===== src/rtl/sprite_multicolour.sv =====
// Multicolour sprite line engine: fetches sprite lines, scales/flips them and streams colour indices.
// Optional transparency keying is enabled with `define SPRITE_MULTICOLOUR_TRANSP_EN.
module sprite_multicolour #(
    parameter int WIDTH  = 8,
    parameter int HEIGHT = 8,
    parameter int COLRW  = 4,
    parameter int SCALEW = 4,
    parameter int LSB    = 1,
    parameter int CORDW  = 16,
    parameter int ADDRW  = 9,
    parameter int TRANSP = 0
) (
    input  logic                     clk,
    input  logic                     rst_n,
    input  logic                     start,
    input  logic                     dma_avail,
    input  logic                     flip_x,
    input  logic                     flip_y,
    input  logic [SCALEW-1:0]        scale_x,
    input  logic [SCALEW-1:0]        scale_y,
    input  logic [ADDRW-1:0]         base_addr,
    input  logic signed [CORDW-1:0]  sx,
    input  logic signed [CORDW-1:0]  sprx,
    input  logic [WIDTH*COLRW-1:0]   data_in,
    output logic [ADDRW-1:0]         addr,
    output logic [COLRW-1:0]         pix,
    output logic                     pix_opaque,
    output logic                     drawing,
    output logic                     done
);
    localparam int OXW = $clog2(WIDTH);
    localparam int OYW = $clog2(HEIGHT);

    // state     | meaning
    // IDLE      | waiting for start
    // START     | latch controls, set first line address
    // AWAIT_DMA | waiting for a memory read slot
    // READ_MEM  | capture data_in into the line buffer
    // AWAIT_POS | waiting for the beam to reach sprx-2
    // DRAW      | streaming pixels of the buffered line
    // NEXT_LINE | advance vertical repeat / line address
    // DONE      | raise done, return to IDLE
    typedef enum logic [2:0] {
        S_IDLE, S_START, S_AWAIT_DMA, S_READ_MEM,
        S_AWAIT_POS, S_DRAW, S_NEXT_LINE, S_DONE
    } state_t;

    state_t              state_q, state_d;
    logic [ADDRW-1:0]    addr_q, addr_d;
    logic                done_q, done_d;
    logic                fx_q, fx_d, fy_q, fy_d;
    logic [SCALEW-1:0]   scx_q, scx_d, scy_q, scy_d;
    logic [SCALEW-1:0]   cnt_x_q, cnt_x_d, cnt_y_q, cnt_y_d;
    logic [OXW-1:0]      ox_q, ox_d;
    logic [OYW-1:0]      oy_q, oy_d;
    logic [COLRW-1:0]    line_q [WIDTH];
    logic [COLRW-1:0]    line_d [WIDTH];

    logic [SCALEW-1:0]       sx_eff, sy_eff;
    logic                    last_pixel, last_line;
    logic signed [CORDW-1:0] trig_x;
    logic [OXW-1:0]          pix_idx;

    always_comb begin
        sx_eff     = (scx_q == '0) ? SCALEW'(1) : scx_q;
        sy_eff     = (scy_q == '0) ? SCALEW'(1) : scy_q;
        last_pixel = (ox_q == OXW'(WIDTH - 1)) && (cnt_x_q == sx_eff - SCALEW'(1));
        last_line  = (oy_q == OYW'(HEIGHT - 1)) && (cnt_y_q == sy_eff - SCALEW'(1));
        trig_x     = sprx - CORDW'(2);
        pix_idx    = fx_q ? (OXW'(WIDTH - 1) - ox_q) : ox_q;
        drawing    = (state_q == S_DRAW);
        pix        = drawing ? line_q[pix_idx] : '0;
`ifdef SPRITE_MULTICOLOUR_TRANSP_EN
        pix_opaque = drawing && (pix != COLRW'(TRANSP));
`else
        pix_opaque = drawing;
`endif
        addr       = addr_q;
        done       = done_q;
    end

    always_comb begin
        state_d = state_q;
        addr_d  = addr_q;
        done_d  = done_q;
        fx_d    = fx_q;
        fy_d    = fy_q;
        scx_d   = scx_q;
        scy_d   = scy_q;
        cnt_x_d = cnt_x_q;
        cnt_y_d = cnt_y_q;
        ox_d    = ox_q;
        oy_d    = oy_q;
        for (int i = 0; i < WIDTH; i++) line_d[i] = line_q[i];

        case (state_q)
            S_IDLE: if (start) state_d = S_START;
            S_START: begin
                fx_d    = flip_x;
                fy_d    = flip_y;
                scx_d   = scale_x;
                scy_d   = scale_y;
                done_d  = 1'b0;
                oy_d    = '0;
                cnt_y_d = '0;
                addr_d  = base_addr + (flip_y ? ADDRW'(HEIGHT - 1) : '0);
                state_d = S_AWAIT_DMA;
            end
            S_AWAIT_DMA: if (dma_avail) state_d = S_READ_MEM;
            S_READ_MEM: begin
                // LSB=0 packs pixel 0 in the top bits, so reverse while unpacking
                for (int i = 0; i < WIDTH; i++) begin
                    if (LSB != 0) line_d[i] = data_in[i*COLRW +: COLRW];
                    else          line_d[i] = data_in[(WIDTH-1-i)*COLRW +: COLRW];
                end
                state_d = S_AWAIT_POS;
            end
            S_AWAIT_POS: begin
                ox_d    = '0;
                cnt_x_d = '0;
                if (sx == trig_x) state_d = S_DRAW;
            end
            S_DRAW: begin
                if (cnt_x_q == sx_eff - SCALEW'(1)) begin
                    cnt_x_d = '0;
                    ox_d    = ox_q + OXW'(1);
                end else begin
                    cnt_x_d = cnt_x_q + SCALEW'(1);
                end
                if (last_pixel) state_d = last_line ? S_DONE : S_NEXT_LINE;
            end
            S_NEXT_LINE: begin
                if (cnt_y_q == sy_eff - SCALEW'(1)) begin
                    cnt_y_d = '0;
                    oy_d    = oy_q + OYW'(1);
                    addr_d  = fy_q ? (addr_q - ADDRW'(1)) : (addr_q + ADDRW'(1));
                    state_d = S_AWAIT_DMA;
                end else begin
                    cnt_y_d = cnt_y_q + SCALEW'(1);
                    state_d = S_AWAIT_POS;
                end
            end
            S_DONE: begin
                done_d  = 1'b1;
                state_d = S_IDLE;
            end
            default: state_d = S_IDLE;
        endcase
    end

    always_ff @(posedge clk) begin
        if (!rst_n) begin
            state_q <= S_IDLE;
            addr_q  <= '0;
            done_q  <= 1'b0;
            fx_q    <= 1'b0;
            fy_q    <= 1'b0;
            scx_q   <= '0;
            scy_q   <= '0;
            cnt_x_q <= '0;
            cnt_y_q <= '0;
            ox_q    <= '0;
            oy_q    <= '0;
            for (int i = 0; i < WIDTH; i++) line_q[i] <= '0;
        end else begin
            state_q <= state_d;
            addr_q  <= addr_d;
            done_q  <= done_d;
            fx_q    <= fx_d;
            fy_q    <= fy_d;
            scx_q   <= scx_d;
            scy_q   <= scy_d;
            cnt_x_q <= cnt_x_d;
            cnt_y_q <= cnt_y_d;
            ox_q    <= ox_d;
            oy_q    <= oy_d;
            for (int i = 0; i < WIDTH; i++) line_q[i] <= line_d[i];
        end
    end
endmodule


===== config.mk =====
export PLATFORM = sky130hd
export DESIGN_NAME = sprite_multicolour
export DESIGN_NICKNAME = d
export VERILOG_FILES = /design/src/rtl/sprite_multicolour.sv
export SDC_FILE = /design/constraint.sdc
export NUM_CORES = 1
export LEC_CHECK = 0
export BUFFER_PORTS_ARGS = -buffer_cell sky130_fd_sc_hd__buf_2
export CAP_MARGIN = 10
export CORE_MARGIN = 4
export CORE_UTILIZATION = 55
export DETAILED_ROUTE_END_ITERATION = 7
export PLACE_DENSITY = 0.88
export SLEW_MARGIN = 20
export SYNTH_ARGS = -nofsm -noshare
export SYNTH_HDL_FRONTEND = slang
export SYNTH_SLANG_ARGS = --single-unit

===== constraint.sdc =====
create_clock -name clk -period 9.72 [get_ports clk]
set_clock_uncertainty 0.2 [all_clocks]
set_input_delay 0.486 -clock clk [delete_from_list [all_inputs] [get_ports clk]]
set_output_delay 0.486 -clock clk [all_outputs]
set_load 0.02 [all_outputs]

# Word-level counts from Yosys, hierarchy flattened
# Memories as Yosys holds them, arrays and structs flattened.
# Index checks and enable logic that the tools add are counted.
[classes]
reduce_logical = 12
bitwise_logic = 8
eq_ne = 19
n_mux = 35
add_sub_neg = 11
[ops]
columns = ["cell", "n"]
rows = [
  ["4-bit 2-to-1 mux", 13],
  ["32-bit 2-to-1 mux", 1],
  ["3-bit 2-to-1 mux", 9],
  ["3-bit case mux with 8 select lines", 1],
  ["3-bit == test, second input constant", 6],
  ["9-bit 2-to-1 mux", 2],
  ["9-bit case mux with 2 select lines", 1],
  ["16-bit == test", 1],
  ["4-bit case mux with 2 select lines", 2],
  ["16-bit by 3-bit subtractor with 16-bit output, second input constant", 1],
  ["3-bit case mux with 2 select lines", 2],
  ["9-bit by 1-bit adder with 9-bit output, second input constant", 1],
  ["9-bit by 3-bit adder with 9-bit output", 1],
  ["9-bit by 1-bit subtractor with 9-bit output, second input constant", 1],
  ["4-bit by 1-bit adder with 4-bit output, second input constant", 2],
  ["4-bit == test", 2],
  ["4-bit logical NOT", 2],
  ["2-bit != test, second input constant", 4],
  ["1-bit OR", 8],
  ["4-bit by 1-bit subtractor with 4-bit output, second input constant", 2],
  ["3-bit by 1-bit adder with 3-bit output, second input constant", 2],
  ["3-bit by 2-bit == test with 1-bit output, second input constant", 2],
  ["2-bit AND reduction", 3],
  ["2-bit nonzero test", 3],
  ["other kinds (9)", 13],
]
[word_totals]
out_inout_bits = 16
elab_cells = 97
mem_count = 1
in_bits = 87
ramBits = 32
regBits = 37
[mem_list]
columns = ["name", "words", "word_bits", "rd", "rd_clocked_by_memory_dff", "write_ports", "line_no", "text"]
rows = [
  ["line_q", 8, 4, 1, 0, 8, "56", "logic [COLRW-1:0] line_q [WIDTH];"],
]

# Longest topological paths before layout
# Gate-level depths: netlist of run 1.
[logic_depth]
depth_word = 8
mapped_depth = 11
mapped_depth_nobuf = 10

# Least setup slack after synthesis of run 1
# Ideal clock, no wire load.
[synth_timing]
path_kind = "register -> register"
from = "register state_q[0]"
to = "memory line_q[0][0] (enable)"
required_time_ns = 9.054
path_slack_ns = 6.044
setup_ns = 0.466
n_path_buf = 1
stages_incl_launch_ff = 4
synth_period_minus_slack_ns = 3.676
arrival_ns = 3.011
cell_sequence = "dfxtp_1 > clkbuf_1 > nand2_1 > o21ai_0"
[synth_lines]
columns = ["element", "line_no", "text"]
rows = [
  ["start: declaration", "48", "state_t state_q, state_d;"],
  ["start signal: assignment", "166", "state_q <= state_d;"],
  ["end: declaration", "56", ""],
]

# Worst setup path in the final report of run 1
[layout_timing]
from = "register scx_q[2]"
to = "register state_q[0]"
[layout_via]
elab_chain_cells = 7
[layout_lines]
columns = ["element", "line_no", "text"]
rows = [
  ["start: declaration", "52", "logic [SCALEW-1:0] scx_q, scx_d, scy_q, scy_d;"],
  ["start signal: assignment", "158", "scx_q <= '0;"],
  ["start signal: assignment", "171", "scx_q <= scx_d;"],
  ["4-bit logical NOT", "65", "sx_eff = (scx_q == '0) ? SCALEW'(1) : scx_q;"],
  ["4-bit 2-to-1 mux *", "65", ""],
  ["4-bit by 1-bit subtractor with 4-bit output *", "67", "last_pixel = (ox_q == OXW'(WIDTH - 1)) && (cnt_x_q == sx_eff - SCALEW'(1));"],
  ["4-bit == test *", "67", ""],
  ["1-bit logical AND *", "67", ""],
  ["2-bit by 1-bit != test with 1-bit output (no source line) *", "n/a", ""],
  ["4-bit AND reduction (no source line) *", "n/a", ""],
]
# Every way passes the cells marked *; elsewhere a longest branch is shown, timed or not.
# A chain may end at the register's enable or synchronous reset.

==> summary.md, run 1 <==
| Metric | Value |
|---|---|
| Maximum achievable frequency | 0.3162 GHz |
| Layout filler cell count | 612 |
| Via density per instance | 5.735 |
| Boundary Pins | 103 |
| Dominant synthesized flop cell | sky130_fd_sc_hd__dfxtp_1 |
| Setup repair after global routing missed its margin | false |
| Worst slew slack as a fraction of its limit | 0.4735 |
| WL/cell | 15.64 um |
| Cell at the root of the clock tree | sky130_fd_sc_hd__clkbuf_8 |
| FF+latch area | 0.001702 mm^2 |
| Detailed-route DRC error count | 0 |
| Overall Global Routing Usage | 0.2239 |
| Final estimated routing congestion in global placement | 0.9056 |
| Placement-stage cell area | 0.004971 mm^2 |
| Overall die area | 0.009466 mm^2 |
| Depth of the worst register-to-register path | 10 |
| Final Hold Vio Count | 0 |
| Initial standard-cell utilization of the core | 0.5675 |
| Fraction of synthesized cell area taken by the top area cell type | 0.2191 |
| Worst-Margin Slew | 0.7897 ns |
| Grt ovf | 0 |
| CTS H-Tree Depth | 3 |
| Critical path type | reg -> reg |
| EDFF count, synth | 32 |
| Total core area | 0.007727 mm^2 |
| Max-cap violations | 0 |
| Final nets | 670 |
| Number of cells upsized or downsized after cts | 0 |
| Layout area overhead | 18.94% |
| Slew Limit Fails | 0 |
| Vias after detailed routing | 3837 |
| Area of all placed cells without fillers | 0.005216 mm^2 |
| Post-synthesis sequential area ratio | 0.3880 |
| Beginning of the worst hold path | scale_y[3] |
| Number of rows in the core area | 32 |
| Most used cells in the layout excluding fill and tap cells | sky130_fd_sc_hd__buf_2 (102), sky130_fd_sc_hd__nand2_1 (48), sky130_fd_sc_hd__dfxtp_1 (37) |
| Synth area leader | sky130_fd_sc_hd__edfxtp_1 |
| Setup TNS | 0 ns |
| Clk pin slew, worst setup/hold paths | 0.07 ns |
| Detailed Route Iter0 Violations | 232 |
| Critical-path maximum fanout | 8 |
| CTS tree | built |
| Data arrival, critical path | 3.23 ns |
| Width of the die | 97.30 um |
| DRT Wirelength | 10.46 mm |
| Data required time at the worst endpoint | 9.79 ns |
| Share of layout cells above drive strength 1 | 0.2434 |
| Number of register bits inferred by synthesis | 69 |
| Pin count of the biggest net entering global routing | 52 |
| Skew-Pair Late Insertion Delay | 0.35 ns |
| Syn_nets | 572 |
| Sequential share of power | 0.377 |
| Post-layout min period | 3.163 ns |
| Number of buffers on the longest clock path | 2 |
| Proportion of synthesized flip-flops having asynchronous set or reset | 0 |
| Fraction of power spent switching nets | 0.3503 |
| Count of warnings emitted by yosys | 0 |
| CTS Sinks | 69 |
| Cell area power density | 200.6 mW/mm^2 |
| First-pass iteration count of the detailed router | 5 |
| Number of clock buffers inserted by TritonCTS | 9 |
| Area used by multi-input combinational logic | 0.002552 mm^2 |
| Portion of the clock cycle consumed by the worst path in the final layout | 0.3254 |
| Largest voltage drop on the vdd net | 0.0001378 V |
| Cells on Worst Hold Path | 3 |
| HPWL reported at the end of detailed placement | 7.876 mm |
| PortBufs | 102 |
| Antenna-violating nets left | 0 |
| Antenna violations before repair | 0 |
| Antenna diodes | 0 |
| First-pass GRT wire length | 17.39 mm |
| Static leakage power | 2.213 nW |
| Type of element launching the critical path | flop |
| Post-Synthesis Cell Area | 0.004385 mm^2 |
| Hold buffer count at CTS | 0 |
| Worst Hold Class | in -> reg |
| Die Y-Extent | 97.30 um |
| Worst setup timing slack at the placement stage | 6.559 ns |
| Cell Int Power | 679.9 uW |
| Worst Setup End Kind | flop |
| Number of setup violations in the final report | 0 |
| Vias in the first global route | 3824 |
| Combinational share of power | 0.356 |
| Worst reg2reg path startpoint | scx_q[2] |
| Run status | completed |
| Mapped Avg Cell Area | 9.451 um^2 |
| Cells after Synth | 464 |
| Register-to-Register Setup Slack | 6.56 ns |
| Critical path launch point | scx_q[2] |
| Number of different library cells in the post-synthesis netlist | 56 |
| Sw power | 366.5 uW |
| Slack of the critical path | 6.557 ns |
| Setup Buffers After CTS | 0 |
| Most frequent standard cell in the layout excluding fill and tap cells | sky130_fd_sc_hd__buf_2 |
| Share of the core filled with cells | 0.6750 |
| Cell types with the largest area share after synthesis | sky130_fd_sc_hd__edfxtp_1 (22%), sky130_fd_sc_hd__dfxtp_1 (17%), sky130_fd_sc_hd__ha_1 (5.4%) |
| Proportion of power drawn by the clock network | 0.268 |
[metal layers]
| metal | vias to the layer above | track usage | wire, um |
|---|---|---|---|
| li1 | 1846 | - | - |
| met1 | 1818 | 0.2612 | 4097 |
| met2 | 154 | 0.4007 | 5394 |
| met3 | 19 | 0.05169 | 752 |
| met4 | 0 | 0.08094 | 218 |
| met5 | - | 0 | 0 |
[Yosys cell counts (all sizes together) (8+ instances only)]
cell and number:
nand2 48, dfxtp 37, and2 35, edfxtp 32
xnor2 27, nor2 23, o21ai 21, a21boi 19
ha 19, nor3 18, inv 17, nand3 17
clkbuf 16, xor2 16, a21oi 14, nor2b 13
mux2i 9, nand2b 9, mux4 8
[kinds of logic (layout without fill, tap and decap cells)]
family | after synthesis | count (layout) | synth area share
AO/OA/AOI/OAI | 88 | 88 | 0.1352
AND/OR/NAND/NOR | 190 | 190 | 0.2291
buffers and inverters | 35 | 138 | 0.03253
adder cells (fa/ha/maj) | 21 | 21 | 0.06334
XOR/XNOR | 43 | 43 | 0.08759
flip-flops | 69 | 69 | 0.3880
multiplexers | 18 | 18 | 0.06419
[critical path, stage by stage (launching register included)]
cell and delay [ns]:
sky130_fd_sc_hd__dfxtp_1 0.37, sky130_fd_sc_hd__nor3_1 0.25, sky130_fd_sc_hd__nor2_1 0.08, sky130_fd_sc_hd__ha_1 0.23, sky130_fd_sc_hd__xnor2_2 0.14, sky130_fd_sc_hd__xnor2_1 0.13, sky130_fd_sc_hd__or4_4 0.55, sky130_fd_sc_hd__and2_4 0.21
sky130_fd_sc_hd__or4_4 0.53, sky130_fd_sc_hd__a21bo_1 0.21, sky130_fd_sc_hd__a211oi_2 0.18
[flip-flops by register name, summed over array words and instances, names as in the netlist, 4 cells and up]
register,count
scy_q,4
scx_q,4
line_q,32
cnt_y_q,4
cnt_x_q,4
addr,9
[stage by stage]
stage / cells / power (mW) / hold slack (ns)
finish: 669 / 1.046 / 0.1858
global route: 669 / 1.110 / 0.1903
CTS: 669 / 1.049 / 0.1710
detailed placement: 653 / 0.7668 / 0.2819
global placement: 653 / 0.7425 / 0.2679
floorplan: 464 / 0.6629 / 0.2582
[final timing paths]
kind / end
worst max-delay path: state_q[0]
worst min-delay path: scy_q[3]
worst max register to register: state_q[0]
worst min register to register: oy_q[1]
[final cells by class]
cell class | instances | area share
Inverter | 17 | 0.01223
Clock buffer | 10 | 0.02447
Sequential cell | 69 | 0.3262
Timing Repair Buffer | 105 | 0.1022
Multi-Input combinational cell | 360 | 0.4893
Clock inverter | 6 | 0.02111
Tap cell | 102 | 0.02447
[power by group through the flow]
stage | Sequential [mW] | Combinational [mW] | Clock, mW
2_1_floorplan | 0.394 | 0.269 | 0
5_1_grt | 0.401 | 0.413 | 0.297
6_report | 0.394 | 0.372 | 0.280
3_5_place_dp | 0.399 | 0.368 | 0
3_3_place_gp | 0.394 | 0.348 | 0
4_1_cts | 0.392 | 0.372 | 0.284
No activity file was read; power rests on OpenSTA's default activity.
==> run 2: changes to the inputs <==
Settings changed: ABC_AREA from default to 1, CORE_UTILIZATION 55 to 50, PLACE_DENSITY 0.88 to 0.84.
Clock period 9.72 ns to 2.5 ns, I/O delays scaled along.
==> run 2 against run 1 <==
  * Cell area increased by 17%
  * Cell count up 36%
  * Routed wire length is 16% higher
  * Global-route usage decreased by 0.46 points
  * Largest power group is now combinational cells
  * Combinational power rose to 6.3 times the previous value
  * Largest cell class unchanged
  * Synthesized cell count grew 36%
  * Register-to-register slack worse by 6.5 ns
  * Setup slack got worse by 6.5 ns
  * Die area increased by 16%
  * First-iteration DRC count down 16%
  * Maximum frequency up 32%
==> summary.md, run 2 <==
| Metric | Value |
|---|---|
| Max-cap violations | 0 (unchanged) |
| Antenna diodes | 0 (unchanged) |
| Cells along the critical path | inv_2, nand3_2, o21ai_2, inv_1, ha_1, xor2_1, nand3_1, nor2_2, nand3_2, nand2_4, inv_4, a21oi_1, o21ai_1, a21oi_1 (was nor3_1, nor2_1, ha_1, xnor2_2, xnor2_1, or4_4, and2_4, or4_4, a21bo_1, a211oi_2) |
| Overall die area | 0.01097 mm^2 (was 0.009466 mm^2) |
| Most frequent standard cell in the layout excluding fill and tap cells | sky130_fd_sc_hd__nand2_1 (was sky130_fd_sc_hd__buf_2) |
| Simple-gate portion of the synthesized area | 0.2872 (was 0.2291) |
| Layout area overhead | 30.06% (was 18.94%) |
| Share of layout cells above drive strength 1 | 0.2437 (was 0.2434) |
| Worst slack on hold paths | 0.05129 ns (was 0.1858 ns) |
| Data arrival, critical path | 2.47 ns (was 3.23 ns) |
| Leading cell type by number of instances after synthesis | sky130_fd_sc_hd__nand2_1 (unchanged) |
| Worst Hold Class | in -> reg (unchanged) |
| Detailed Route Iter0 Violations | 195 (was 232) |
| Synth area leader | sky130_fd_sc_hd__edfxtp_1 (unchanged) |
| PortBufs | 102 (unchanged) |
| Antenna-violating nets left | 0 (unchanged) |
| First-pass GRT wire length | 19.96 mm (was 17.39 mm) |
| Setup TNS | 0 ns (unchanged) |
| Data required time at the worst endpoint | 2.57 ns (was 9.79 ns) |
| Maximum achievable frequency | 0.4168 GHz (was 0.3162 GHz) |
| Vias after detailed routing | 4556 (was 3837) |
| Cell at the root of the clock tree | sky130_fd_sc_hd__clkbuf_8 (unchanged) |
| Proportion of synthesized flip-flops having asynchronous set or reset | 0 (unchanged) |
| Number of setup violations in the final report | 0 (unchanged) |
| Portion of netlist area occupied by mux cells | 0.002140 (was 0.06419) |
| Layout filler cell count | 717 (was 612) |
| Skew-Pair Late Insertion Delay | 0.35 ns (about the same) |
| Type of element launching the critical path | flop (unchanged) |
| Grt ovf | 0 (unchanged) |
| CTS H-Tree Depth | 3 (unchanged) |
| First-pass iteration count of the detailed router | 5 (unchanged) |
| Number of rows in the core area | 35 (was 32) |
| Largest delay contributor family on the critical path | simple AND/OR/NAND/NOR gates (unchanged) |
| FF+latch area | 0.001702 mm^2 (unchanged) |
| Static leakage power | 2.987 nW (was 2.213 nW) |
| Pin count of the biggest net entering global routing | 33 (was 52) |
| Buf/Inv on CP | 3 (was 0) |
| Worst path max stage delay | 0.35 ns (was 0.55 ns) |
| HPWL reported at the end of detailed placement | 8.498 mm (was 7.876 mm) |
| Boundary Pins | 103 (unchanged) |
| EDFF count, synth | 32 (unchanged) |
| Dominant synthesized flop cell | sky130_fd_sc_hd__dfxtp_1 (unchanged) |
| Width of the die | 104.7 um (was 97.30 um) |
| Slowest cell on crit path | sky130_fd_sc_hd__dfxtp_1 (was sky130_fd_sc_hd__or4_4) |
| Via density per instance | 5.023 (was 5.735) |
| Post-layout min period | 2.399 ns (was 3.163 ns) |
| Slew Limit Fails | 0 (unchanged) |
| Total core area | 0.009153 mm^2 (was 0.007727 mm^2) |
| Max reg flops | 32 (unchanged) |
| Portion of the clock cycle consumed by the worst path in the final layout | 0.9598 (was 0.3254) |
| Slack of the critical path | 0.1005 ns (was 6.557 ns) |
| Final nets | 899 (was 670) |
| Most used cells in the layout excluding fill and tap cells | sky130_fd_sc_hd__nand2_1 (122), sky130_fd_sc_hd__buf_2 (101), sky130_fd_sc_hd__inv_1 (97) (was sky130_fd_sc_hd__buf_2 (102), sky130_fd_sc_hd__nand2_1 (48), sky130_fd_sc_hd__dfxtp_1 (37)) |
| Critical path type | reg -> reg (unchanged) |
| CTS tree | built (unchanged) |
| Worst Setup End Kind | flop (unchanged) |
| DRT Wirelength | 12.16 mm (was 10.46 mm) |
| Final estimated routing congestion in global placement | 0.8835 (was 0.9056) |
| Largest voltage drop on the vdd net | 0.0006884 V (was 0.0001378 V) |
| Mapped Avg Cell Area | 7.414 um^2 (was 9.451 um^2) |
| CTS Sinks | 69 (unchanged) |
| Count of warnings emitted by yosys | 0 (unchanged) |
| Worst-Margin Slew | 0.5029 ns (was 0.7897 ns) |
| Clk pin slew, worst setup/hold paths | 0.08 ns (was 0.07 ns) |
| Number of different library cells in the post-synthesis netlist | 44 (was 56) |
| Detailed-route DRC error count | 0 (unchanged) |
| Number of clock buffers inserted by TritonCTS | 9 (unchanged) |
| Vias in the first global route | 4490 (was 3824) |
| Post-synthesis compound-gate area fraction | 0.1193 (was 0.1352) |
| Post-Synthesis Cell Area | 0.004678 mm^2 (was 0.004385 mm^2) |
| Antenna violations before repair | 0 (unchanged) |
| Critical-path maximum fanout | 13 (was 8) |
| Fraction of synthesized cell area taken by the top area cell type | 0.2054 (was 0.2191) |
| Overall Global Routing Usage | 0.2193 (was 0.2239) |
| Run status | completed (unchanged) |
| Cell area power density | 815.2 mW/mm^2 (was 200.6 mW/mm^2) |
| Post-layout instance count excluding filler cells | 907 (was 669) |
| Area used by multi-input combinational logic | 0.002529 mm^2 (was 0.002552 mm^2) |
| Number of register bits inferred by synthesis | 69 (unchanged) |
| Initial standard-cell utilization of the core | 0.5111 (was 0.5675) |
| Worst setup timing slack at the placement stage | 0.08265 ns (was 6.559 ns) |
| Register with the highest flop count | line_q (unchanged) |
| Final Hold Vio Count | 0 (unchanged) |
| Worst slew slack as a fraction of its limit | 0.6644 (was 0.4735) |
| Die Y-Extent | 104.7 um (was 97.30 um) |
| Cells after Synth | 631 (was 464) |
| Post-synthesis sequential area ratio | 0.3637 (was 0.3880) |
| XOR/XNOR Fraction of Synth Area | 0.06740 (was 0.08759) |
| WL/cell | 13.41 um (was 15.64 um) |
| Number of buffers on the longest clock path | 2 (unchanged) |
| Leading post-synthesis cells by instance count | sky130_fd_sc_hd__nand2_1 (123), sky130_fd_sc_hd__inv_1 (100), sky130_fd_sc_hd__nor2_1 (79) (was sky130_fd_sc_hd__nand2_1 (48), sky130_fd_sc_hd__dfxtp_1 (37), sky130_fd_sc_hd__and2_1 (34)) |
| Main combinational cell family by area after synthesis | simple AND/OR/NAND/NOR gates (unchanged) |
| Adder-cell share of the synthesized area | 0.05937 (was 0.06334) |
| Cell types with the largest area share after synthesis | sky130_fd_sc_hd__edfxtp_1 (21%), sky130_fd_sc_hd__dfxtp_1 (16%), sky130_fd_sc_hd__nand2_1 (9.9%) (was sky130_fd_sc_hd__edfxtp_1 (22%), sky130_fd_sc_hd__dfxtp_1 (17%), sky130_fd_sc_hd__ha_1 (5.4%)) |
| Syn_nets | 739 (was 572) |
| Post-Place Cells | 839 (was 653) |
==> run 2: cell types whose count changed after synthesis, sizes merged, moves of 13 or more <==
cell	delta
nor3	-15
nand2	+82
a21oi	+21
nand3	+13
or2	+15
and2	-34
nor2	+73
nor2b	-13
a21boi	-18
inv	+87
o21ai	+20
==> run 2: metal layers <==
| layer | vias up | GRT usage | share of wire |
|---|---|---|---|
| li1 | 2332 | - | - |
| met1 | 2057 | 0.2656 | 0.41 |
| met2 | 146 | 0.3951 | 0.51 |
| met3 | 21 | 0.04941 | 0.054 |
| met4 | 0 | 0.04967 | 0.019 |
| met5 | - | 0 | 0 |
==> run 2: path summary, 6_finish.rpt <==
kind / endpoint / startpoint / slack (ns) / depth (start not counted)
setup / recovery: addr[8] / scy_q[2] / 0.10 / 14
hold / removal: addr[3] / base_addr[3] / 0.05 / 5
setup reg to reg: addr[8] / scy_q[2] / 0.10 / 14
hold reg to reg: done / done / 0.27 / 2
==> run 2: cells by family (layout without fill, tap and decap cells) <==
family,after synthesis,in the layout
AOI/OAI and AO/OA,99,99
xor gates and xnor gates,36,36
adders and majority gates,21,21
buffers and inverters,119,284
DFF,69,69
muxes,1,1
and+or+nand+nor,286,286
==> run 2: timing repair <==
| item | in CTS | in global routing |
|---|---|---|
| buffers inserted | 0 | 7 |
| gates resized for setup | 0 | 15 |
| endpoints found under the setup margin | 0 | 11 |
| endpoints found under the hold margin | 45 | 0 |
| hold buffers | 45 | 0 |
==> run 2: metrics by stage <==
step	utilization	power (mW)	area, um^2
finish	0.6648	4.960	6085
global route	0.6648	5.315	6085
CTS	0.6548	4.844	5993
detailed placement	0.5814	3.753	5321
global placement	0.5814	3.628	5321
floorplan	-	3.184	4678
==> run 2: report_power, final <==
part / internal (mW) / switching (mW)
Combinational: 0.924 / 1.43
Clock: 0.567 / 0.451
Sequential: 1.42 / 0.173
==> run 2: cell type report <==
class	count	area share
multi-input cells	443	0.4156
flip-flops and latches	69	0.2797
repair buffers	164	0.1803
inverters	104	0.06519
well taps	111	0.02283
clock buffers	9	0.02036
clock inverters	7	0.01604
==> run 2: worst min-delay path, stage by stage <==
cell,delay [ns]
sky130_fd_sc_hd__buf_2,0.09
sky130_fd_sc_hd__nor2_1,0.04
sky130_fd_sc_hd__o21ai_0,0.17
sky130_fd_sc_hd__nor2_1,0.05
sky130_fd_sc_hd__nor2_1,0.08
==> run 3: changes to the inputs <==
Settings changed: CORE_ASPECT_RATIO from default to 1.5.
==> run 3 against run 2 <==
  * Critical path depth down 4
  * Setup slack better by 0.017 ns
  * Hold slack better by 0.031 ns
  * Critical endpoint is now pix[2]
==> summary.md, run 3 (synthesized netlist as in run 2, its figures left out) <==
| Metric | Value |
|---|---|
| Number of rows in the core area | 43 (was 35) |
| Skew-Pair Late Insertion Delay | 0.33 ns (was 0.35 ns) |
| Sequential share of power | 0.296 (was 0.320) |
| Worst-case hold path end point | addr[4] (was addr[3]) |
| Combinational share of power | 0.460 (was 0.475) |
| Slack of the critical path | 0.1174 ns (was 0.1005 ns) |
| Cell area power density | 869.9 mW/mm^2 (was 815.2 mW/mm^2) |
| Worst setup timing slack at the placement stage | 0.007354 ns (was 0.08265 ns) |
| Share of the core filled with cells | 0.6733 (was 0.6648) |
| Post-layout instance count excluding filler cells | 907 (unchanged) |
| Antenna diodes | 0 (unchanged) |
| Most frequent standard cell in the layout excluding fill and tap cells | sky130_fd_sc_hd__nand2_1 (unchanged) |
| Vias after detailed routing | 4731 (was 4556) |
| Number of setup violations in the final report | 0 (unchanged) |
| Critical Path Most Common Cell | sky130_fd_sc_hd__nand2_1 |
| Critical path type | reg -> out (was reg -> reg) |
| Data arrival, critical path | 2.06 ns (was 2.47 ns) |
| Die Y-Extent | 126.5 um (was 104.7 um) |
| Max reg flops | 32 (unchanged) |
| Final Hold Vio Count | 0 (unchanged) |
| Register with the highest flop count | line_q (unchanged) |
| Detailed Route Iter0 Violations | 170 (was 195) |
| Number of clock buffers inserted by TritonCTS | 9 (unchanged) |
| Overall die area | 0.01100 mm^2 (was 0.01097 mm^2) |
| Pin count of the biggest net entering global routing | 33 (unchanged) |
| Most used cells in the layout excluding fill and tap cells | sky130_fd_sc_hd__nand2_1 (123), sky130_fd_sc_hd__buf_2 (101), sky130_fd_sc_hd__inv_1 (96) (was sky130_fd_sc_hd__nand2_1 (122), sky130_fd_sc_hd__buf_2 (101), sky130_fd_sc_hd__inv_1 (97)) |
| Setup TNS | 0 ns (unchanged) |
| Sw power | 2.131 mW (was 2.053 mW) |
| Clk pin slew, worst setup/hold paths | 0.05 ns (was 0.08 ns) |
| CTS tree | built (unchanged) |
| Cells along the critical path | inv_1, nand2_1, nand2_1, buf_4, or2_2, o211ai_1, o211ai_1, nand2_1, nor2_1, buf_2 (was inv_2, nand3_2, o21ai_2, inv_1, ha_1, xor2_1, nand3_1, nor2_2, nand3_2, nand2_4, inv_4, a21oi_1, o21ai_1, a21oi_1) |
| Via density per instance | 5.216 (was 5.023) |
| Boundary Pins | 103 (unchanged) |
| Layout filler cell count | 704 (was 717) |
| Portion of the clock cycle consumed by the worst path in the final layout | 0.9530 (was 0.9598) |
| Worst-Margin Slew | 0.7661 ns (was 0.5029 ns) |
| Number of cells on the critical path | 10 (was 14) |
| DRT Wirelength | 12.79 mm (was 12.16 mm) |
| Worst reg2reg path startpoint | scy_q[1] (was scy_q[2]) |
| Width of the die | 86.98 um (was 104.7 um) |
| Fraction of power spent switching nets | 0.3955 (was 0.4140) |
| Run status | completed (unchanged) |
| Beginning of the worst hold path | base_addr[4] (was base_addr[3]) |
| Max-cap violations | 0 (unchanged) |
| Antenna-violating nets left | 0 (unchanged) |
| CTS H-Tree Depth | 3 (unchanged) |
| Data required time at the worst endpoint | 2.17 ns (was 2.57 ns) |
| Cells on Worst Hold Path | 6 (was 5) |
| Slowest cell on crit path | sky130_fd_sc_hd__dfxtp_1 (unchanged) |
| Largest voltage drop on the vdd net | 0.0006738 V (was 0.0006884 V) |
| First-pass GRT wire length | 20.73 mm (was 19.96 mm) |
| Depth of the worst register-to-register path | 14 (unchanged) |
| Cell Int Power | 3.258 mW (was 2.907 mW) |
| Worst Hold Class | in -> reg (unchanged) |
| Terminus of the critical flop-to-flop path | addr[7] (was addr[8]) |
| Overall power of the completed layout | 5.389 mW (was 4.960 mW) |
| WL/cell | 14.11 um (was 13.41 um) |
| Layout area overhead | 32.42% (was 30.06%) |
| Initial standard-cell utilization of the core | 0.5085 (was 0.5111) |
| Type of element launching the critical path | flop (unchanged) |
| Worst slew slack as a fraction of its limit | 0.4856 (was 0.6644) |
| PortBufs | 102 (unchanged) |
| Register-to-Register Setup Slack | 0.17 ns (was 0.10 ns) |
| Worst Setup End Kind | output pin (was flop) |
| Total core area | 0.009200 mm^2 (was 0.009153 mm^2) |
| Overall Global Routing Usage | 0.2353 (was 0.2193) |
| Maximum achievable frequency | 0.4197 GHz (was 0.4168 GHz) |
| Static leakage power | 3.024 nW (was 2.987 nW) |
| Share of layout cells above drive strength 1 | 0.2478 (was 0.2437) |
| Antenna violations before repair | 0 (unchanged) |
| Grt ovf | 0 (unchanged) |
| Worst path max stage delay | 0.39 ns (was 0.35 ns) |
| HPWL reported at the end of detailed placement | 8.719 mm (was 8.498 mm) |
| Final estimated routing congestion in global placement | 0.8831 (was 0.8835) |
| Buf/Inv on CP | 3 (unchanged) |
| Post-Place Cells | 839 (unchanged) |
| First-pass iteration count of the detailed router | 4 (was 5) |
| Proportion of power drawn by the clock network | 0.244 (was 0.205) |
| Final nets | 898 (was 899) |
| Largest delay contributor family on the critical path | simple AND/OR/NAND/NOR gates (unchanged) |
| Slew Limit Fails | 0 (unchanged) |
| Vias in the first global route | 4777 (was 4490) |
| Number of buffers on the longest clock path | 2 (unchanged) |
| Post-layout min period | 2.383 ns (was 2.399 ns) |
| CTS Sinks | 69 (unchanged) |
| Critical-path maximum fanout | 16 (was 13) |
| Cell at the root of the clock tree | sky130_fd_sc_hd__clkbuf_16 (was sky130_fd_sc_hd__clkbuf_8) |
| Detailed-route DRC error count | 0 (unchanged) |
==> run 3: changes by cell type in the layout (fill, tap and decap cells not counted), moves of 2 or more <==
cell	previous run	this run
sky130_fd_sc_hd__buf_4	17	15
sky130_fd_sc_hd__clkbuf_1	0	2
sky130_fd_sc_hd__clkbuf_16	0	10
sky130_fd_sc_hd__clkbuf_8	9	1
sky130_fd_sc_hd__ha_1	19	17
sky130_fd_sc_hd__inv_6	2	0
==> run 3: tightest hold or removal path, cell delays in order <==
cell and delay (ns):
sky130_fd_sc_hd__buf_2 0.09, sky130_fd_sc_hd__nand2_1 0.05, sky130_fd_sc_hd__inv_1 0.06, sky130_fd_sc_hd__o22ai_1 0.08, sky130_fd_sc_hd__nor2_1 0.10, sky130_fd_sc_hd__nor2_1 0.05
==> run 3: how the worst max path moves through the flow <==
stage / startpoint / to / slack (ns)
after floorplan: scy_q[2] / addr[2] / 0.31
after global placement: scy_q[2] / addr[7] / 0.19
after CTS: flip_y / addr[8] / 0.03
final: fx_q / pix[2] / 0.12
after global routing: ox_q[0] / pix[0] / -0.02
after detailed placement: scy_q[2] / addr[8] / 0.007
==> run 3: metal layers <==
metal,routed length [um],global-route usage,part of all wire
met1,4636,0.2371,0.36
met2,6999,0.4523,0.55
met4,397,0.1055,0.031
met5,0,0,0
met3,760,0.04094,0.059
==> run 3: per-stage QoR <==
| step | hold slack (ns) | instance area (um^2) |
|---|---|---|
| CTS | 0.03967 | 6086 |
| finish | 0.08226 | 6195 |
| global placement | 0.1778 | 5315 |
| floorplan | 0.05990 | 4678 |
| detailed placement | 0.1748 | 5315 |
| global route | 0.1244 | 6195 |
==> run 3: cell type report <==
type,count,area [um^2],share of cell area
well taps,112,140.1,0.02262
clock inverters,3,42.54,0.006867
repair buffers,163,1094,0.1765
multi-input cells,443,2547,0.4112
flip-flops and latches,69,1703,0.2749
clock buffers,13,271.5,0.04383
inverters,104,396.6,0.06403
==> run 3: power by group through the flow <==
stage,sequential (mW),combinational [mW],clock [mW]
6_report,1.60,2.48,1.32
5_1_grt,1.62,2.74,1.38
4_1_cts,1.58,2.27,1.33
3_5_place_dp,1.60,2.17,0
3_3_place_gp,1.59,2.06,0
2_1_floorplan,1.64,1.55,0
==> run 3: repair_timing <==
action / in CTS / in global routing
resized for setup: 2 / 18
pin swaps: 0 / 8
hold endpoints to repair: 45 / 0
cloned: 0 / 0
setup buffers: 0 / 7
hold buffers: 45 / 0
setup endpoints to repair: 2 / 15
